--- config.mk ---
export PLATFORM = sky130hd
export DESIGN_NAME = addsub_pipe
export DESIGN_NICKNAME = d
export VERILOG_FILES = /design/src/rtl/addsub_pkg.sv /design/src/rtl/addsub_seg.sv /design/src/rtl/addsub_pipe.sv
export SDC_FILE = /design/constraint.sdc
export NUM_CORES = 1
export LEC_CHECK = 0
export BUFFER_PORTS_ARGS = -buffer_cell sky130_fd_sc_hd__buf_4
export CORE_AREA = 5 5 98 77
export DETAILED_ROUTE_END_ITERATION = 8
export DIE_AREA = 0 0 103 82
export PLACE_DENSITY = 0.76
export SYNTH_ARGS = -nofsm -noshare
export SYNTH_HDL_FRONTEND = slang
export SYNTH_SLANG_ARGS = --single-unit
--- constraint.sdc ---
create_clock -name clk -period 3 [get_ports clk]
set_clock_uncertainty 0.15 [all_clocks]
set_input_delay 0.45 -clock clk [delete_from_list [all_inputs] [get_ports clk]]
set_output_delay 0.45 -clock clk [all_outputs]
set_load 0.05 [all_outputs]
--- src/rtl/addsub_pkg.sv ---
// addsub_pkg: shared constants, control bundle and saturation helpers for the pipelined add/sub unit
package addsub_pkg;
    localparam logic ADD = 1'b1;
    localparam logic SUB = 1'b0;

    typedef struct packed {
        logic v;
        logic a_s;
        logic sign;
        logic sat;
    } ctl_t;

    function automatic logic [63:0] sat_max(input int width, input logic sgn);
        return {64{1'b1}} >> (sgn ? 65 - width : 64 - width);
    endfunction

    function automatic logic [63:0] sat_min(input int width, input logic sgn);
        return sgn ? 64'd1 << (width - 1) : 64'd0;
    endfunction

    function automatic bit legal_cfg(input int width, input int stages);
        return stages >= 1 && stages <= 8 && width % stages == 0;
    endfunction
endpackage

--- src/rtl/addsub_seg.sv ---
// addsub_seg: registered SEG-bit adder slice with carry in/out and advance enable
module addsub_seg #(
    parameter int SEG = 8
) (
    input  logic           clk,
    input  logic           rst_n,
    input  logic           en,
    input  logic [SEG-1:0] a,
    input  logic [SEG-1:0] b,
    input  logic           cin,
    output logic [SEG-1:0] s,
    output logic           cout
);
    always_ff @(posedge clk or negedge rst_n)
        if (!rst_n) {cout, s} <= '0;
        else if (en) {cout, s} <= {1'b0, a} + {1'b0, b} + (SEG + 1)'(cin);
endmodule

--- src/rtl/addsub_pipe.sv ---
// addsub_pipe: pipelined signed/unsigned add/sub with saturation, flags, sticky overflow and valid/ready
module addsub_pipe import addsub_pkg::*; #(
    parameter int WIDTH  = 16,
    parameter int STAGES = 2
) (
    input  logic             clk,
    input  logic             rst_n,
    input  logic             in_valid,
    output logic             in_ready,
    input  logic [WIDTH-1:0] a,
    input  logic [WIDTH-1:0] b,
    input  logic             a_s,
    input  logic             sign,
    input  logic             sat,
    output logic             out_valid,
    input  logic             out_ready,
    output logic [WIDTH-1:0] y,
    output logic             carry,
    output logic             over,
    output logic             zero,
    output logic             neg,
    output logic             sticky_over,
    input  logic             clr_sticky
);
    localparam int SEG = WIDTH / STAGES;
    localparam int L = STAGES - 1;
    localparam logic [WIDTH-1:0] UMAX = WIDTH'(sat_max(WIDTH, 1'b0));
    localparam logic [WIDTH-1:0] SMAX = WIDTH'(sat_max(WIDTH, 1'b1));
    localparam logic [WIDTH-1:0] SMIN = WIDTH'(sat_min(WIDTH, 1'b1));

    if (!legal_cfg(WIDTH, STAGES)) begin : g_bad
        $error("addsub_pipe: WIDTH must be a multiple of STAGES, STAGES in 1..8");
    end

    logic             adv;
    ctl_t             ctl_r  [STAGES];
    logic [WIDTH-1:0] a_r    [STAGES];
    logic [WIDTH-1:0] bx_r   [STAGES];
    logic [WIDTH-1:0] lo_r   [STAGES];
    logic [WIDTH-1:0] full_s [STAGES];
    logic [SEG-1:0]   s_seg  [STAGES];
    logic [STAGES-1:0] c_seg;

    assign adv      = !out_valid || out_ready;
    assign in_ready = adv;

    // lo_r carries the already-finished low slices; b is pre-inverted on subtract
    for (genvar k = 0; k < STAGES; k++) begin : g_st
        ctl_t             src_ctl;
        logic [WIDTH-1:0] src_a, src_bx, src_lo;
        logic             src_c;
        if (k == 0) begin : g_in
            assign src_ctl = '{v: in_valid, a_s: a_s, sign: sign, sat: sat};
            assign src_a   = a;
            assign src_bx  = (a_s == ADD) ? b : ~b;
            assign src_lo  = '0;
            assign src_c   = (a_s == SUB);
        end else begin : g_mid
            assign src_ctl = ctl_r[k-1];
            assign src_a   = a_r[k-1];
            assign src_bx  = bx_r[k-1];
            assign src_lo  = full_s[k-1];
            assign src_c   = c_seg[k-1];
        end
        addsub_seg #(.SEG(SEG)) u_seg (
            .clk  (clk),
            .rst_n(rst_n),
            .en   (adv),
            .a    (src_a[k*SEG +: SEG]),
            .b    (src_bx[k*SEG +: SEG]),
            .cin  (src_c),
            .s    (s_seg[k]),
            .cout (c_seg[k])
        );
        always_ff @(posedge clk or negedge rst_n)
            if (!rst_n) begin
                ctl_r[k] <= '0;
                a_r[k]   <= '0;
                bx_r[k]  <= '0;
                lo_r[k]  <= '0;
            end else if (adv) begin
                ctl_r[k] <= src_ctl;
                a_r[k]   <= src_a;
                bx_r[k]  <= src_bx;
                lo_r[k]  <= src_lo;
            end
        assign full_s[k] = lo_r[k] | (WIDTH'(s_seg[k]) << (k * SEG));
    end

    ctl_t             f;
    logic [WIDTH-1:0] fs, ys;
    logic             fa_msb, cu, ov;

    assign f      = ctl_r[L];
    assign fs     = full_s[L];
    assign fa_msb = a_r[L][WIDTH-1];
    assign cu     = f.a_s ? c_seg[L] : ~c_seg[L];
    assign ov     = (fa_msb == bx_r[L][WIDTH-1]) && (fs[WIDTH-1] != fa_msb);
    assign ys     = (f.sat && f.sign && ov)  ? (fa_msb ? SMIN : SMAX) :
                    (f.sat && !f.sign && cu) ? ((f.a_s == ADD) ? UMAX : '0) : fs;

    assign out_valid = f.v;
    assign y         = out_valid ? ys : '0;
    assign carry     = out_valid && !f.sign && cu;
    assign over      = out_valid && f.sign && ov;
    assign zero      = out_valid && ys == '0;
    assign neg       = out_valid && ys[WIDTH-1];

    always_ff @(posedge clk or negedge rst_n)
        if (!rst_n) sticky_over <= 1'b0;
        else if (out_valid && out_ready && (carry || over)) sticky_over <= 1'b1;
        else if (clr_sticky) sticky_over <= 1'b0;
endmodule
==> results_dict.tcl, run 1 <==
set metrics [dict create \
    fin_area_um2 3771 \
    antenna_found_initial 0 \
    postCtsHoldBufs 0 \
    power.leakage_nw 1.830 \
    critical_path.cell_chain "or3b_1 -> a21boi_2 -> o21ai_4 -> o21ai_0 -> nor3b_1 -> buf_4" \
    max_stage_delay_ns 0.44 \
    cp_slowest_cell "o21ai_4" \
    path_clk_slew_ns 0.09 \
    netlist_area_um2 3128 \
    ys_ff_latch 53 \
    synth_seq_area_share 0.4240 \
    first_global_vias 2451 \
    die_h_um 82 \
    fmax_mhz 374.5 \
    drive_gt1_frac 0.2133 \
    placed_cell_area_um2 3630 \
    cp-end-kind "primary output" \
    synth_top_area_share 0.4240 \
    dieArea_um2 8446 \
    startpoint_type "flip-flop" \
    layout_min_cycle_time_ns 2.671 \
    core.rowCount 26 \
    cpLargestDelayFamily "compound AO/OA/AOI/OAI gates" \
    htree_levels 2 \
    core_area_um2 6571 \
    synthTopCellsByArea "dfrtp_1 42%, nand2_1 14%, ha_1 5.6%, xor2_1 3.6%, a21oi_1 3.4%" \
    cp_num_buf_inv 1 \
    synthArstFlopShare 1.000 \
    ys.flop_type "dfrtp_1" \
    fillers 604 \
    rsz0062_at_grt "false" \
    status "finished, final reports clean" \
    start_util 0.4760 \
    slew_viol_final 0 \
    gr-usage-all-layers 0.1712 \
    insertion_delay_ns 0.30 \
    dr.pass1.iters 4 \
    die_x_um 103 \
    multiInputGateArea_um2 1680 \
    wl_um 6623 \
    syn2layout_area_growth_pct 20.56 \
    ir_worst_vdd_v 0.0003084 \
    dp_slack_ns 0.4687 \
    min_path_type "in2async" \
    drt_iter0_markers 142 \
    cts_buffer_depth 2 \
    synthCells 367 \
    cts_buffers 5 \
    clock-sinks 53 \
    utilization 0.5739 \
    wl_per_cell_um 13.09 \
    maxCapViolations 0 \
    power_mw 2.970 \
    cp_data_required_time_ns 2.40 \
    final_cell_mix "115 x nand2_1, 66 x buf_4, 53 x dfrtp_1" \
    hold_violations 0 \
    tns_ns 0 \
    vias_per_cell 5.150 \
    grt_pass1_wl_um 11510 \
    tightest_slew_ns 0.6519 \
    syn_nets 424 \
    pwr_density_cell_nw_per_um2 787.6 \
    fin_crit_sh 0.8902 \
    grt_overflow 0 \
    synth_edf_count 0 \
    layout_commonest_cell "nand2_1" \
    n_antenna_cell 0 \
    arrival_ns 2.07 \
    crit_type "reg2out" \
    slew_headroom 0.5654 \
    cts_tree "done" \
    synth_cell_types 47 \
    finalSetupViolCount 0 \
    antenna_left 0 \
    netlist.top_cell.by_area "dfrtp_1" \
    nets 478 \
    dp_hpwl_um 5090 \
    crit_fanout 16 \
    fin_ws_ns 0.3295 \
    cts.root.buffer_cell "clkbuf_8" \
    yosysWarnings 0 \
    seq_area_um2 1326 \
    avgSynthCellArea_um2 8.523 \
    grt_max_degree 54 \
    vias 2606 \
    portBuffers 62 \
    drc_errors 0 \
    gp_routability_congestion 0.8014 \
    io_pins 63 \
]
-- cells by family (layout without fill, tap and decap cells) --
family	count (synthesis)	in the layout	synth area share
XOR/XNOR	22	22	0.06160
AND/OR/NAND/NOR	170	170	0.2344
AO/OA/AOI/OAI	78	78	0.1612
flip-flops	53	53	0.4240
adder cells (fa/ha/maj)	17	17	0.07520
buffers and inverters	27	82	0.04359
-- power by group --
part / total [mW] / switching, mW / leakage, nW / internal, mW
registers: 1.06 / 0.162 / 0.628 / 0.895
clock network: 0.559 / 0.227 / 0.0681 / 0.331
logic: 1.35 / 0.867 / 1.13 / 0.487
-- final timing paths --
| path | depth (start not counted) | endpoint | slack (ns) | startpoint |
|---|---|---|---|---|
| setup / recovery | 6 | zero | 0.33 | g_st[1].u_seg.s[7]$_DFFE_PN0P_ |
| hold / removal | 1 | g_st[1].src_bx[15]$_DFFE_PN0P_ | 0.005 | rst_n |
| setup reg to reg | 7 | g_st[1].u_seg.s[6]$_DFFE_PN0P_ | 0.48 | g_st[1].src_a[8]$_DFFE_PN0P_ |
| hold reg to reg | 2 | ctl_r[7]$_DFFE_PN0P_ | 0.32 | ctl_r[7]$_DFFE_PN0P_ |
| max in group asynchronous | 1 | g_st[1].src_a[14]$_DFFE_PN0P_ | 2.24 | rst_n |
| min in group clk | 3 | g_st[1].src_a[9]$_DFFE_PN0P_ | 0.18 | a[9] |
-- sequential cells by signal, indices dropped and copies added, names as in the netlist --
name             flops
a_r                  1
bx_r                 1
ctl_r                7
g_st.src_a           8
g_st.src_bx          8
g_st.u_seg.cout      2
g_st.u_seg.s        16
lo_r                 8
out_valid            1
sticky_over          1
-- layout make-up --
type                            instances  share of cell area
Tap cell                               84             0.02787
Clock inverter                          3             0.01725
Multi-Input combinational cell        287              0.4456
Clock buffer                            5             0.01825
Sequential cell                        53              0.3517
Inverter                                8            0.007963
Timing Repair Buffer                   66              0.1314
-- stage by stage --
stage	instances	hold slack (ns)
after floorplan	367	0.004409
after global placement	498	0.2986
after detailed placement	498	0.3049
after CTS	506	0.04308
after global routing	506	0.07898
final	506	0.004666
-- worst register-to-register path: cells and delay by family (launching register included) --
| kind | cells | cell delay (ns) |
|---|---|---|
| DFF | 1 | 0.41 |
| adders and majority gates | 2 | 0.92 |
| AOI/OAI and AO/OA | 4 | 0.77 |
| xor gates and xnor gates | 1 | 0.15 |
-- routing by layer --
| layer | vias up | track usage | part of all wire |
|---|---|---|---|
| li1 | 1340 | - | - |
| met1 | 1191 | 0.2653 | 0.52 |
| met2 | 70 | 0.2458 | 0.40 |
| met3 | 5 | 0.03396 | 0.071 |
| met4 | 0 | 0.03622 | 0.0097 |
| met5 | - | 0 | 0 |
-- cell usage after synthesis (all sizes together) (2+ instances only) --
cell type,n
nand3,3
nor3,8
a31oi,2
buf,14
dfrtp,53
a21o,4
nand2,115
xor2,13
nor3b,4
nand2b,3
fa,3
or3,3
xnor2,9
o21a,3
ha,14
inv,8
nor2,18
nand3b,2
o21ai,21
o31a,2
o211ai,3
a211oi,5
a21boi,2
nor4,4
nor2b,3
a21oi,31
clkbuf,5
-- what timing repair did --
item	4_1_cts	5_1_grt
gates resized for setup	0	1
buffers inserted	0	0
endpoints found under the setup margin	0	1
No activity file was read; power rests on OpenSTA's default activity.
==> run 2, diff against run 1 <==
--- a/config.mk
+++ b/config.mk
@@ -6,10 +6,10 @@
 export NUM_CORES = 1
 export LEC_CHECK = 0
 export BUFFER_PORTS_ARGS = -buffer_cell sky130_fd_sc_hd__buf_4
-export CORE_AREA = 5 5 98 77
+export CORE_AREA = 5 5 66 113
 export DETAILED_ROUTE_END_ITERATION = 8
-export DIE_AREA = 0 0 103 82
-export PLACE_DENSITY = 0.76
+export DIE_AREA = 0 0 71 118
+export PLACE_DENSITY = 0.79
 export SYNTH_ARGS = -nofsm -noshare
 export SYNTH_HDL_FRONTEND = slang
 export SYNTH_SLANG_ARGS = --single-unit
==> constraint.sdc (replaced) <==
create_clock -name clk -period 2.25 [get_ports clk]
set_clock_uncertainty 0.15 [all_clocks]
set_input_delay 0.3375 -clock clk [delete_from_list [all_inputs] [get_ports clk]]
set_output_delay 0.3375 -clock clk [all_outputs]
set_load 0.05 [all_outputs]
==> run 2 against run 1 <==
- the flow now finishes with violations (setup timing)
- highest routed layer unchanged
- global-route usage increased by 0.089 points
- combinational power increased by 56%
- register-to-register slack got worse by 0.40 ns
==> results_dict.tcl, run 2 (synthesis gave the netlist of run 1 again) <==
set metrics [dict create \
    status "complete, but fails checks" \
    violations "setup timing" \
    insertion_delay_ns 0.29 \
    clock-sinks 53 \
    final_cell_mix "115 x nand2_1, 63 x buf_4, 53 x dfrtp_1" \
    gr-usage-all-layers 0.1721 \
    cts_tree "done" \
    drt_iter0_markers 97 \
    drc_errors 0 \
    rr_endpoint "g_st[1].u_seg.s[6]$_DFFE_PN0P_" \
    fin_ws_ns -0.1191 \
    core_area_um2 6441 \
    layout_min_cycle_time_ns 2.369 \
    cp-end-kind "primary output" \
    power.leakage_nw 1.981 \
    critical_path.cell_chain "or3b_4 -> a21boi_4 -> o21ai_4 -> a21oi_2 -> buf_6" \
    portBuffers 62 \
    multiInputGateArea_um2 1773 \
    arrival_ns 1.88 \
    wl_per_cell_um 12.82 \
    wl_um 6731 \
    cpLargestDelayFamily "compound AO/OA/AOI/OAI gates" \
    cp_data_required_time_ns 1.76 \
    vias_per_cell 5.250 \
    cts_buffer_depth 2 \
    grt_pass1_wl_um 11830 \
    fillers 569 \
    antenna_found_initial 0 \
    slew_headroom 0.5757 \
    min_path_type "in2reg" \
    dieArea_um2 8378 \
    slew_viol_final 0 \
    dp_hpwl_um 5158 \
    tns_ns -1.577 \
    vias 2756 \
    maxCapViolations 0 \
    first_global_vias 2798 \
    startpoint_type "flip-flop" \
    grt_max_degree 54 \
    syn2layout_area_growth_pct 32.60 \
    fmax_mhz 422.1 \
    cts_buffers 5 \
    nets 499 \
    largest_reg_flops 16 \
    r2r_setup_slack_ns 0.08 \
    drive_gt1_frac 0.2822 \
    core.rowCount 39 \
    layout_commonest_cell "nand2_1" \
    crit_fanout 8 \
    rsz0062_at_grt "true" \
    ir_worst_vdd_v 0.0006022 \
    max_stage_delay_ns 0.41 \
    fin_crit_sh 1.053 \
    io_pins 63 \
    n_antenna_cell 0 \
    cp_num_cells 5 \
    tightest_slew_ns 0.6364 \
    path_clk_slew_ns 0.06 \
    cp-endpoint "y[1]" \
    die_h_um 118 \
    seq_area_um2 1326 \
    cts.root.buffer_cell "clkbuf_16" \
    ff2ff_path_depth 7 \
    cp_num_buf_inv 1 \
    cp_slowest_cell "or3b_4" \
    grt_overflow 0 \
    die_x_um 71 \
    fin_hold_ws_ns 0.08482 \
    hold_violations 0 \
    pwr_density_cell_nw_per_um2 1053 \
    htree_levels 2 \
    antenna_left 0 \
    crit_start "a_r[15]$_DFFE_PN0P_" \
    r2r-start "g_st[1].src_a[8]$_DFFE_PN0P_" \
    gp_routability_congestion 0.8184 \
    crit_type "reg2out" \
    start_util 0.4856 \
    dr.pass1.iters 4 \
    utilization 0.6439 \
    finalSetupViolCount 18 \
]
-- run 2: cell types whose count changed in the layout (fill, tap and decap cells not counted), moves of 3 or more --
cell,before,now
buf_6,0,20
a21oi_1,21,13
clkbuf_8,5,1
a21oi_2,10,18
buf_4,66,63
clkbuf_16,0,5
-- run 2: where the power goes --
group	switching, mW	total (mW)	internal, mW
logic	1.26	2.11	0.856
registers	0.185	1.38	1.20
clock network	0.320	0.875	0.555
total	1.76	4.37	2.61
-- run 2: cell type report --
type                            count  area share
Timing Repair Buffer               86      0.1792
Clock inverter                      1    0.007240
Tap cell                           82     0.02474
Inverter                            8    0.007240
Clock buffer                        7     0.03439
Multi-Input combinational cell    288      0.4275
Sequential cell                    53      0.3198
-- run 2: layer usage --
| layer | up-vias | part of all wire | global-route usage | routed length (µm) |
|---|---|---|---|---|
| li1 | 1382 | - | - | - |
| met1 | 1308 | 0.39 | 0.1859 | 2628 |
| met2 | 57 | 0.55 | 0.3209 | 3680 |
| met3 | 9 | 0.039 | 0.02137 | 263 |
| met4 | 0 | 0.024 | 0.08000 | 159 |
| met5 | - | 0 | 0 | 0 |
-- run 2: worst min-delay path by stage --
stage	start	end	slack (ns)	cells past startpoint
6_report	clr_sticky	sticky_over$_DFFE_PN0P_	0.08	2
5_1_grt	in_valid	ctl_r[7]$_DFFE_PN0P_	0.09	3
4_1_cts	a[9]	g_st[1].src_a[9]$_DFFE_PN0P_	0.09	3
3_5_place_dp	rst_n	g_st[1].src_a[11]$_DFFE_PN0P_	0.25	1
3_3_place_gp	rst_n	ctl_r[7]$_DFFE_PN0P_	0.24	1
2_1_floorplan	rst_n	a_r[15]$_DFFE_PN0P_	-0.11	0
-- run 2: per-stage QoR --
stage	instances	worst slack, ns	power, mW	cell area (µm²)
2_1_floorplan	367	-0.1133	2.755	3153
3_3_place_gp	512	-0.08836	3.257	3777
3_5_place_dp	512	-0.1309	3.308	3777
4_1_cts	525	-0.1102	4.376	4128
5_1_grt	525	-0.1862	4.656	4148
6_report	525	-0.1191	4.368	4148
-- run 2: what timing repair did --
item / CTS / global route
hold buffers: 1 / 0
resized for setup: 34 / 7
gates cloned: 1 / 0
pin swaps: 8 / 9
setup buffers: 3 / 0
endpoints found under the hold margin: 53 / 0
endpoints found under the setup margin: 22 / 21
